<file path="config.mk">
export PLATFORM = sky130hd
export DESIGN_NAME = serial_add_sub
export DESIGN_NICKNAME = d
export VERILOG_FILES = /design/src/rtl/serial_add_sub_pkg.sv /design/src/rtl/full_add_sub.sv /design/src/rtl/serial_add_sub.sv
export SDC_FILE = /design/constraint.sdc
export NUM_CORES = 1
export LEC_CHECK = 0
export BUFFER_PORTS_ARGS = -buffer_cell sky130_fd_sc_hd__buf_2
export CAP_MARGIN = 20
export CELL_PAD_IN_SITES_DETAIL_PLACEMENT = 1
export CELL_PAD_IN_SITES_GLOBAL_PLACEMENT = 1
export CORE_MARGIN = 2
export CORE_UTILIZATION = 43
export DETAILED_ROUTE_END_ITERATION = 16
export PLACE_DENSITY = 0.9
export SETUP_SLACK_MARGIN = 0.4
export SYNTH_ARGS = -nofsm -noshare
export SYNTH_HDL_FRONTEND = slang
export SYNTH_SLANG_ARGS = --single-unit
</file>
<file path="constraint.sdc">
create_clock -name clk_i -period 2.78 [get_ports clk_i]
set_clock_uncertainty 0.2 [all_clocks]
set_input_delay 0.139 -clock clk_i [delete_from_list [all_inputs] [get_ports clk_i]]
set_output_delay 0.139 -clock clk_i [all_outputs]
set_load 0.05 [all_outputs]
</file>
<file path="src/rtl/serial_add_sub_pkg.sv">
// Shared types and constants for the bit-serial adder/subtractor.
package serial_add_sub_pkg;

  typedef enum logic [1:0] {
    IDLE = 2'd0,
    RUN  = 2'd1,
    DONE = 2'd2
  } state_e;

  localparam logic MODE_ADD = 1'b0;
  localparam logic MODE_SUB = 1'b1;

endpackage

</file>
<file path="src/rtl/full_add_sub.sv">
// One-bit full adder / full subtractor cell; cb is carry (add) or borrow (sub).
module full_add_sub
  import serial_add_sub_pkg::*;
(
  input  logic a,
  input  logic b,
  input  logic cb_in,
  input  logic mode,
  output logic s,
  output logic cb_out
);

  assign s = a ^ b ^ cb_in;

  always_comb begin
    cb_out = 1'b0;
    if (mode == MODE_SUB) begin
      // Borrow when a < b + borrow_in.
      cb_out = (~a & b) | (~(a ^ b) & cb_in);
    end else begin
      cb_out = (a & b) | (cb_in & (a ^ b));
    end
  end

endmodule

</file>
<file path="src/rtl/serial_add_sub.sv">
// Bit-serial add/subtract: one bit per cycle, LSB first, WIDTH cycles per operation.
module serial_add_sub
  import serial_add_sub_pkg::*;
#(
  parameter int unsigned WIDTH = 8
) (
  input  logic             clk_i,
  input  logic             rst_i,
  input  logic             start_i,
  input  logic             mode_i,
  input  logic [WIDTH-1:0] a_i,
  input  logic [WIDTH-1:0] b_i,
  output logic             busy_o,
  output logic             done_o,
  output logic [WIDTH-1:0] result_o,
  output logic             cb_o,
  output logic             ovf_o
);

  localparam int unsigned CntW = $clog2(WIDTH);

  state_e          state;
  logic [WIDTH-1:0] a_sh;
  logic [WIDTH-1:0] b_sh;
  logic            op_mode;
  logic [CntW-1:0] cnt;
  logic            cb;
  logic            s_bit;
  logic            cb_next;
  logic            last_bit;

  full_add_sub u_cell (
    .a      (a_sh[0]),
    .b      (b_sh[0]),
    .cb_in  (cb),
    .mode   (op_mode),
    .s      (s_bit),
    .cb_out (cb_next)
  );

  assign last_bit = (cnt == CntW'(WIDTH - 1));

  always_ff @(posedge clk_i) begin
    if (rst_i) begin
      state    <= IDLE;
      a_sh     <= '0;
      b_sh     <= '0;
      op_mode  <= MODE_ADD;
      cnt      <= '0;
      cb       <= 1'b0;
      busy_o   <= 1'b0;
      done_o   <= 1'b0;
      result_o <= '0;
      cb_o     <= 1'b0;
      ovf_o    <= 1'b0;
    end else begin
      // done_o is the registered image of the DONE state.
      done_o <= (state == DONE);
      case (state)
        IDLE: begin
          if (start_i) begin
            a_sh    <= a_i;
            b_sh    <= b_i;
            op_mode <= mode_i;
            cnt     <= '0;
            cb      <= 1'b0;
            busy_o  <= 1'b1;
            state   <= RUN;
          end
        end
        RUN: begin
          // Sum bits shift in at the top of a_sh, which holds the result after WIDTH steps.
          a_sh <= {s_bit, a_sh[WIDTH-1:1]};
          b_sh <= {1'b0, b_sh[WIDTH-1:1]};
          cb   <= cb_next;
          if (last_bit) begin
            result_o <= {s_bit, a_sh[WIDTH-1:1]};
            cb_o     <= cb_next;
            // Signed overflow: carry/borrow into the MSB differs from the one out of it.
            ovf_o    <= cb ^ cb_next;
            busy_o   <= 1'b0;
            state    <= DONE;
          end else begin
            cnt <= cnt + CntW'(1);
          end
        end
        DONE: begin
          state <= IDLE;
        end
        default: begin
          state  <= IDLE;
          busy_o <= 1'b0;
        end
      endcase
    end
  end

endmodule
</file>
==> impl_metrics.tcl <==
set metrics [dict create \
    avgSynthCellArea_sq_um 9.03 \
    num-fill-cells 413 \
    numCtsBuffers 5 \
    clockBufferDepth 2 \
    grt_pass1_wl_microns 7650 \
    antenna_left 0 \
    cts.sink_count 35 \
    regArea_sq_um 701 \
    cts_tree "done" \
    crit_fanout 16 \
    insertion_delay_ns 0.36 \
    ys_types 26 \
    max_freq_ghz 0.451 \
    grt.busiest_layer "met2" \
    p_leak_nw 0.858 \
    drc 0 \
    max_cap_viol_count 0 \
    crit_family "simple AND/OR/NAND/NOR gates" \
    cpPeakStageDelay_ns 0.81 \
    port_buffers 31 \
    start_util 0.455 \
    wl_microns 4530 \
    grt_util_all_layers 0.250 \
    syn_to_final_growth_pct 24.6 \
    setup_violations 0 \
    use_met2 0.431 \
    final_cells 261 \
    peakVddDrop_mv 0.333 \
    synthCells 172 \
    dr.pass1.iters 5 \
    path_cells "nand2b_1, mux2i_1, a211oi_1" \
    end_kind "flip-flop" \
    vias_per_cell 5.46 \
    detailed_place_hpwl_microns 2540 \
    synth_warnings 0 \
    core_area_sq_um 3420 \
    relSlewSlack 0.352 \
    drtIter0Drc 83 \
    post-route-min-period_ns 2.22 \
    drv_slew 0 \
    antenna-diode-count 0 \
    final_nets 238 \
    multiInputGateArea_sq_um 763 \
    root_buffer "clkbuf_4" \
    mappedNetlistNets 196 \
    row_count 21 \
    syn_area_sq_um 1550 \
    period_share 0.797 \
    dp_slack_ns 0.644 \
    dieArea_sq_um 4110 \
    antenna_found_initial 0 \
    fin_ws_ns 0.564 \
    outcome "completed" \
    fin_tns_setup_ns 0 \
    overflow 0 \
    cp_data_arrival_time_ns 2.28 \
    cp-start-kind "flip-flop" \
    p_per_area_nw_per_um2 529 \
    grtUsageMet1 0.295 \
    critical_path_required_ns 2.84 \
    setup.worst_path.class "reg -> reg" \
    layout-drive-gt1-share 0.181 \
    use_met3 0.0634 \
    dp_cells 235 \
    synth-seq-cells 35 \
    via_count 1425 \
    rsz0062_at_grt "false" \
    die_w_microns 64.1 \
    path_buf_inv 0 \
    clk_pin_slew_ns 0.12 \
    tightest_slew_ns 0.972 \
    ys_seq_area_frac 0.451 \
    dieHeight_microns 64.1 \
    ios 32 \
    cpMaxStageDelayCell "nand2b_1" \
    grt_pass1_vias 1492 \
    min_path_type "in -> reg" \
    grt_start_max_net_pins 37 \
    routabilityCongestion 0.790 \
    ctsHtreeMaxLevel 2 \
    final-hold-violation-count 0 \
    wl_per_cell_microns 17.4 \
    cts_setup_buffers 0 \
]
[registers in the layout (all words and copies together), names as in the netlist]
register	cells
ovf_o	1
result_o	8
done_o	1
cnt	3
cb	1
op_mode	1
a_sh	8
busy_o	1
cb_o	1
b_sh	8
state	2
[per-stage QoR]
stage	hold slack [ns]	utilization	area [sq um]	power (mW)
floorplan	0.0750	-	1550	0.653
global placement	0.187	0.494	1690	0.674
detailed placement	0.196	0.494	1690	0.687
CTS	0.101	0.567	1940	1.02
global route	0.143	0.567	1940	1.07
finish	0.123	0.567	1940	1.02
[Yosys cell counts]
master    instances  area [sq um]
o21ai_0           4          20.0
a22oi_1           1          7.51
o21a_1            1          7.51
o41ai_1           1          8.76
o21ba_2           1          10.0
and2_1            4          25.0
o21bai_1          2          15.0
inv_1             3          11.3
a211oi_1         17           128
mux2i_1          14           140
ha_1              2          25.0
nand2_1          19          71.3
nor2_1           20          75.1
a21oi_1          13          65.1
buf_6             1          11.3
clkbuf_1          6          22.5
nor3b_1           5          37.5
nand2b_1          5          31.3
buf_2             6          30.0
dfxtp_1          35           701
nand3b_1          2          15.0
a21o_1            1          7.51
fa_1              2          40.0
buf_8             1          15.0
nor3_1            5          25.0
and3b_1           1          8.76
[power by group]
| group | internal [mW] | total [mW] | switching (mW) |
|---|---|---|---|
| logic | 0.0696 | 0.150 | 0.0801 |
| clock network | 0.149 | 0.319 | 0.170 |
| registers | 0.529 | 0.556 | 0.0269 |
| total | 0.747 | 1.02 | 0.277 |
[final cells by class]
type / count / share of cell area
clock buffer: 8 / 0.0355
inverter: 3 / 0.00581
multi-input combinational: 120 / 0.394
sequential: 35 / 0.362
tap: 46 / 0.0297
timing repair buffer: 49 / 0.173
[layer usage]
metal  up-vias  routed length, microns
li1        682                       -
met1       690                    1830
met2        43                    2340
met3        10                     254
met4         0                     106
met5         -                       0
[logic make-up after synthesis]
| kind of cell | synth area share |
|---|---|
| compound gates | 0.173 |
| mux | 0.0902 |
| fa+ha+maj | 0.0419 |
| simple gates | 0.186 |
| flops | 0.451 |
| buf+inv | 0.0580 |
[what timing repair did]
action | CTS | global route
hold buffers | 18 | 0
gates resized for setup | 0 | 0
hold endpoints to repair | 18 | 0
endpoints found under the setup margin | 0 | 0
[final timing paths]
check | from | endpoint | slack (ns) | cells past startpoint
hold reg to reg | result_o[0] | result_o[0] | 0.26 | 2
setup / recovery | state[1] | a_sh[0] | 0.56 | 3
hold / removal | rst_i | result_o[4] | 0.12 | 2
setup reg to reg | state[1] | a_sh[0] | 0.56 | 3
[layout by cell type (no fill, tap or decap), types with 3 or more instances in the layout]
cell,n
nor2_1,20
o21ai_0,4
buf_2,31
clkbuf_4,5
mux2i_1,14
nor3b_1,5
nand2_1,19
nand2b_1,5
dlygate4sd3_1,18
a21oi_1,13
nor3_1,5
a211oi_1,17
inv_1,3
and2_1,4
dfxtp_1,35
Note: power is estimated with default switching activity, not from simulation.
